**src/rtl/bt_cmd_scheduler.sv**
```systemverilog
// Command scheduler between the UART receive path and the MP3 player control port.
// Buffers decoded bytes, arbitrates against button requests and expands track jumps.
module bt_cmd_scheduler #(
    parameter int FIFO_DEPTH = 4,
    parameter int NUM_TRACKS = 8
) (
    input  logic       CLK,
    input  logic       RST,
    input  logic       RXD_VALID,
    input  logic [7:0] RXD_DATA,
    input  logic       BTN_REQ,
    input  logic [1:0] BTN_OP,
    input  logic [2:0] CUR_TRACK,
    input  logic       CMD_READY,
    output logic       CMD_VALID,
    output logic [1:0] CMD_OP,
    output logic       FIFO_EMPTY,
    output logic       FIFO_FULL,
    output logic       SCHED_BUSY,
    output logic [7:0] DROP_CNT
);
    // Player handshake: an op transfers on any rising CLK edge where CMD_VALID
    // and CMD_READY are both high; CMD_OP holds while CMD_VALID waits for READY.
    localparam int PW = $clog2(FIFO_DEPTH);
    localparam logic [31:0] NT = NUM_TRACKS;

    typedef enum logic [1:0] {IDLE, ISSUE, JCALC, JSTEP} state_t;

    state_t      state_q, state_d;
    logic [1:0]  cmd_op_q, cmd_op_d;
    logic [2:0]  cur_q, cur_d;
    logic [2:0]  tgt_q, tgt_d;
    logic [2:0]  step_q, step_d;
    logic        btn_pend_q, btn_pend_d;
    logic [1:0]  btn_op_q, btn_op_d;
    logic [PW-1:0] wr_ptr_q, wr_ptr_d;
    logic [PW-1:0] rd_ptr_q, rd_ptr_d;
    logic [PW:0]   count_q, count_d;
    logic [7:0]  drop_q, drop_d;
    logic [7:0]  mem_q [FIFO_DEPTH];

    logic       rx_ok, push, pop, drop, btn_serve, fifo_empty, fifo_full;
    logic [7:0] head;

    always_comb begin
        rx_ok      = RXD_VALID && (RXD_DATA >= 8'h01) && (RXD_DATA <= 8'h0B);
        fifo_empty = (count_q == '0);
        fifo_full  = (count_q == (PW+1)'(FIFO_DEPTH));
        head       = mem_q[rd_ptr_q];
    end

    always_comb begin
        state_d   = state_q;
        cmd_op_d  = cmd_op_q;
        cur_d     = cur_q;
        tgt_d     = tgt_q;
        step_d    = step_q;
        pop       = 1'b0;
        btn_serve = 1'b0;
        case (state_q)
            IDLE: begin
                if (btn_pend_q) begin
                    cmd_op_d  = btn_op_q;
                    btn_serve = 1'b1;
                    state_d   = ISSUE;
                end else if (!fifo_empty) begin
                    pop = 1'b1;
                    if (head <= 8'h04) begin
                        // 0x01..0x04 map onto op codes 00..11
                        cmd_op_d = head[1:0] - 2'd1;
                        state_d  = ISSUE;
                    end else begin
                        cur_d   = CUR_TRACK;
                        tgt_d   = 3'(head - 8'h05);
                        state_d = JCALC;
                    end
                end
            end
            ISSUE: begin
                if (CMD_READY) state_d = IDLE;
            end
            JCALC: begin
                if (({29'd0, tgt_q} >= NT) || (tgt_q == cur_q)) begin
                    state_d = IDLE;
                end else if (tgt_q > cur_q) begin
                    step_d   = tgt_q - cur_q;
                    cmd_op_d = 2'b01;
                    state_d  = JSTEP;
                end else begin
                    step_d   = cur_q - tgt_q;
                    cmd_op_d = 2'b00;
                    state_d  = JSTEP;
                end
            end
            JSTEP: begin
                if (CMD_READY) begin
                    step_d = step_q - 3'd1;
                    if (step_q == 3'd1) state_d = IDLE;
                end
            end
            default: state_d = IDLE;
        endcase
    end

    always_comb begin
        push     = rx_ok && (!fifo_full || pop);
        drop     = rx_ok && fifo_full && !pop;
        wr_ptr_d = push ? wr_ptr_q + 1'b1 : wr_ptr_q;
        rd_ptr_d = pop ? rd_ptr_q + 1'b1 : rd_ptr_q;
        count_d  = count_q;
        if (push && !pop) count_d = count_q + 1'b1;
        if (pop && !push) count_d = count_q - 1'b1;
        drop_d   = (drop && (drop_q != 8'hFF)) ? drop_q + 8'd1 : drop_q;
        // A request landing in the serve cycle becomes the next pending op
        btn_pend_d = btn_pend_q;
        btn_op_d   = btn_op_q;
        if (BTN_REQ) begin
            btn_pend_d = 1'b1;
            btn_op_d   = BTN_OP;
        end else if (btn_serve) begin
            btn_pend_d = 1'b0;
        end
    end

    always_ff @(posedge CLK or posedge RST) begin
        if (RST) begin
            state_q    <= IDLE;
            cmd_op_q   <= 2'b00;
            cur_q      <= 3'd0;
            tgt_q      <= 3'd0;
            step_q     <= 3'd0;
            btn_pend_q <= 1'b0;
            btn_op_q   <= 2'b00;
            wr_ptr_q   <= '0;
            rd_ptr_q   <= '0;
            count_q    <= '0;
            drop_q     <= 8'd0;
        end else begin
            state_q    <= state_d;
            cmd_op_q   <= cmd_op_d;
            cur_q      <= cur_d;
            tgt_q      <= tgt_d;
            step_q     <= step_d;
            btn_pend_q <= btn_pend_d;
            btn_op_q   <= btn_op_d;
            wr_ptr_q   <= wr_ptr_d;
            rd_ptr_q   <= rd_ptr_d;
            count_q    <= count_d;
            drop_q     <= drop_d;
        end
    end

    always_ff @(posedge CLK) begin
        if (push) mem_q[wr_ptr_q] <= RXD_DATA;
    end

    assign CMD_VALID  = (state_q == ISSUE) || (state_q == JSTEP);
    assign CMD_OP     = cmd_op_q;
    assign FIFO_EMPTY = fifo_empty;
    assign FIFO_FULL  = fifo_full;
    assign SCHED_BUSY = (state_q != IDLE);
    assign DROP_CNT   = drop_q;
endmodule
```
**config.mk**
```make
export PLATFORM = sky130hd
export DESIGN_NAME = bt_cmd_scheduler
export DESIGN_NICKNAME = d
export VERILOG_FILES = /design/src/rtl/bt_cmd_scheduler.sv
export SDC_FILE = /design/constraint.sdc
export NUM_CORES = 1
export LEC_CHECK = 0
export ABC_AREA = 1
export CORE_AREA = 3 3 110 112
export DETAILED_ROUTE_END_ITERATION = 10
export DIE_AREA = 0 0 113 115
export GPL_ROUTABILITY_DRIVEN = 0
export SETUP_SLACK_MARGIN = 0.15
export SLEW_MARGIN = 20
export SYNTH_ARGS = -nofsm -noshare
export SYNTH_HDL_FRONTEND = slang
export SYNTH_SLANG_ARGS = --single-unit
```
**constraint.sdc**
```tcl
create_clock -name CLK -period 4.9 [get_ports CLK]
set_input_delay 0.735 -clock CLK [delete_from_list [all_inputs] [get_ports CLK]]
set_output_delay 0.735 -clock CLK [all_outputs]
set_load 0.02 [all_outputs]
```
==> out/qor.log <==
qor: logic_synthesis.yosys.area_share.simple 0.217
qor: critical_path.worstPathCellList clkdlybuf4s50_1 > inv_1 > o21ai_0 > nor2_4 > o21ai_4 > nor2_1
qor: grt.global_route_usage_over_all_layers 0.101
qor: logic_synthesis.synthesized_netlist_cell_count 313
qor: logic_synthesis.ys_seq_elements 63
qor: logic_synthesis.synth_area_in_compound_gates 0.0555
qor: grt.antenna_violations_before_repair 0
qor: layout.fillers 1,160
qor: critical_path.worst_ep_arrival_time 2.54 ns
qor: detailed_routing.antenna_violating_nets_post_route 0
qor: detailed_routing.route.vias.total 2,192
qor: sta.timing_hold_violations_final 0
qor: sta.slew_viol_final 0
qor: detailed_routing.post-route-drc-count 0
qor: layout.final_layout_size_suffix_gt1_frac 0.0922
qor: floorplanning.fp.coreArea 11,300 µm²
qor: layout.number_of_nets_in_the_final_layout 387
qor: logic_synthesis.yosys.area.top_type edfxtp_1
qor: logic_synthesis.synthArstFlopShare 0.492
qor: sta.finalSetupTns 0 ns
qor: grt.grt-ovfl-total 0
qor: logic_synthesis.synthesis.area 3130 µm²
qor: clock_network.clock-sinks 63
qor: power.total_power_per_unit_cell_area 541 nW/µm²
qor: logic_synthesis.synth-xor-area-share 0.0392
qor: sta.post-route-period-util 0.529
qor: sta.worstMarginPinSlew 0.731 ns
qor: logic_synthesis.synthFlopType edfxtp_1
qor: grt.grt_start_max_net_pins 32
qor: sta.grt_setup_unrepaired false
qor: critical_path.timing.critical_path.from_type input port
qor: detailed_routing.drt-initial-drc-count 90
qor: logic_synthesis.yosysMostFrequentCell nand2_1
qor: power.ir_drop 0.174 mV
qor: clock_network.tritoncts.num_buffers 9
qor: placed_design.hpwl 4480 µm
qor: logic_synthesis.yosysWarnings 0
qor: logic_synthesis.seq_area_frac_synth 0.555
qor: logic_synthesis.commonest_cells_in_the_netlist nand2_1 (73), inv_1 (39), edfxtp_1 (32), dfrtp_1 (31), nor2_1 (29)
qor: clock_network.h-tree-depth 3
qor: status.outcome finished clean
qor: logic_synthesis.post-synth-top-area-fraction 0.307
qor: grt.number_of_global_route_vias_before_repair 2,247
qor: sta.period_needed 2.59 ns
qor: logic_synthesis.synth.lib_cells_used.distinct 36
qor: critical_path.cp_data_required_time 4.85 ns
qor: critical_path.worstSetupPathType in2reg
qor: layout.n_antenna_cell 0
qor: clock_network.cts_clock_pin_slew_for_the_worst_setup_and_hold_paths 0.06 ns
qor: logic_synthesis.syn_avg_cell_area 10.0 µm²
qor: power.power.total 2110 µW
qor: sta.finalWorstSetupSlack 2.31 ns
qor: critical_path.critical_path.slowest_cell nor2_1
qor: placed_design.dpl-instance-area 3600 µm²
qor: critical_path.critical_path_peak_fanout 8
qor: sta.max_clock_freq 0.386 GHz
qor: placed_design.portbufs 31
qor: floorplanning.die_w 113 µm
qor: critical_path.crit_path_max_incr_delay 0.58 ns
qor: logic_synthesis.mappedNetlistNets 347
qor: job.maxCapViolations 0
qor: logic_synthesis.synthMuxAreaShare 0
qor: sta.slew_headroom 0.511
qor: logic_synthesis.synth-edff-count 32
qor: clock_network.cts-root-buf clkbuf_16
qor: grt.grt_first_pass_wirelength 10,500 µm
qor: logic_synthesis.synth.top_cells.by_area edfxtp_1 (31%), dfrtp_1 (25%), nand2_1 (8.7%)
qor: placed_design.place_ws 1.97 ns
qor: layout.utilization 0.344
qor: detailed_routing.detail_route.vias_per_cell 4.38
qor: clock_network.post_cts_buffers 0
qor: detailed_routing.wirelength 6160 µm
qor: clock_network.cts_hold_buf 0
qor: floorplanning.dieArea 13,000 µm²
qor: floorplanning.fp-row-count 39
qor: clock_network.worst_skew_pair.late_latency 0.32 ns
qor: power.static-leakage-power 0.00169 µW
qor: detailed_routing.detail_route.first_pass.iterations 4
qor: detailed_routing.wl_per_cell 12.3 µm
qor: clock_network.cts-resized-gates 0
qor: min_path.type_of_the_worst_min_delay_path reg2reg
qor: critical_path.worst_setup_path_end_kind flip-flop
qor: floorplanning.initial_utilization 0.277
qor: logic_synthesis.synth_top_family_by_area simple AND/OR/NAND/NOR gates
qor: layout.final_cell_area 3890 µm²
qor: floorplanning.top_level_ports 32
qor: floorplanning.die_height 115 µm
qor: critical_path.worst-r2r-setup-slack 2.85 ns
qor: logic_synthesis.synthAdderAreaFrac 0.0711
qor: sta.clock_skew 0.00609 ns
qor: clock_network.cts_tree built
qor: sta.finalSetupViolations 0
qor: layout.syn2layout_area_growth 24.3%
qor: clock_network.cts_buffer_depth 2
registers in the layout, summed over array words and instances, names as in the netlist:
signal	flops
rd_ptr_q	2
CMD_OP	2
btn_op_q	2
tgt_q	3
wr_ptr_q	2
step_q	3
state_q	2
cur_q	3
btn_pend_q	1
mem_q	32
DROP_CNT	8
count_q	3
report_power, final:
| part | internal (µW) | switching [µW] | total [µW] |
|---|---|---|---|
| clock network | 391 | 227 | 618 |
| registers | 650 | 110 | 760 |
| logic | 297 | 429 | 726 |
| total | 1340 | 766 | 2110 |
cells in the final DEF, fill, tap and decap left out, drive strengths merged, types with 3 or more instances in the layout:
master,n
clkdlybuf4s50,31
xor2,9
ha,13
inv,43
nand4,6
edfxtp,32
fa,3
clkinv,4
nand2,74
nand3,25
clkbuf,10
a21oi,6
dfrtp,31
nor2,34
o21ai,18
nor3,3
xnor2,5
metal layers:
layer,track usage,vias up,part of all wire
met5,0,-,0
met4,0.0385,0,0.016
met3,0.0232,9,0.026
met2,0.178,33,0.51
met1,0.120,1049,0.45
li1,-,1101,-
critical path, delay by kind of cell:
kind | cells | cell delay, ns
AOI/OAI and AO/OA | 2 | 0.31
buffers and inverters | 2 | 0.64
and+or+nand+nor | 2 | 0.86
final timing paths:
kind	start	end	depth (start not counted)
worst max register to register	rd_ptr_q[0]$_DFFE_PP0P_	tgt_q[2]$_DFFE_PP0P_	8
worst max-delay path	RXD_DATA[2]	mem_q[3][0]$_DFFE_PP_	6
worst min register to register	step_q[1]$_DFFE_PP0P_	step_q[1]$_DFFE_PP0P_	2
min in group asynchronous	RST	wr_ptr_q[0]$_DFFE_PP0P_	3
max in group asynchronous	RST	cur_q[2]$_DFFE_PP0P_	3
worst min-delay path	step_q[1]$_DFFE_PP0P_	step_q[1]$_DFFE_PP0P_	2
logic make-up (layout without fill, tap and decap cells):
family / after synthesis / after routing
AO/OA/AOI/OAI: 29 / 29
XOR/XNOR: 14 / 14
adder cells (fa/ha/maj): 16 / 16
buffers and inverters: 46 / 91
flip-flops: 63 / 63
AND/OR/NAND/NOR: 145 / 145
final cells by class:
class                   instances  area, µm²  share of cell area
multi-input cells             204       1200               0.308
clock inverters                 6       61.3              0.0158
repair buffers                 32        318              0.0816
well taps                     143        179              0.0460
flip-flops and latches         63       1740               0.446
inverters                      43        169              0.0434
clock buffers                  10        229              0.0588
stage by stage:
step                hold WS, ns  instances
floorplan                 0.441        313
global placement          0.457        485
detailed placement        0.466        485
CTS                       0.481        501
global route              0.511        501
finish                    0.474        501
Note: power is estimated with default switching activity, not from simulation.
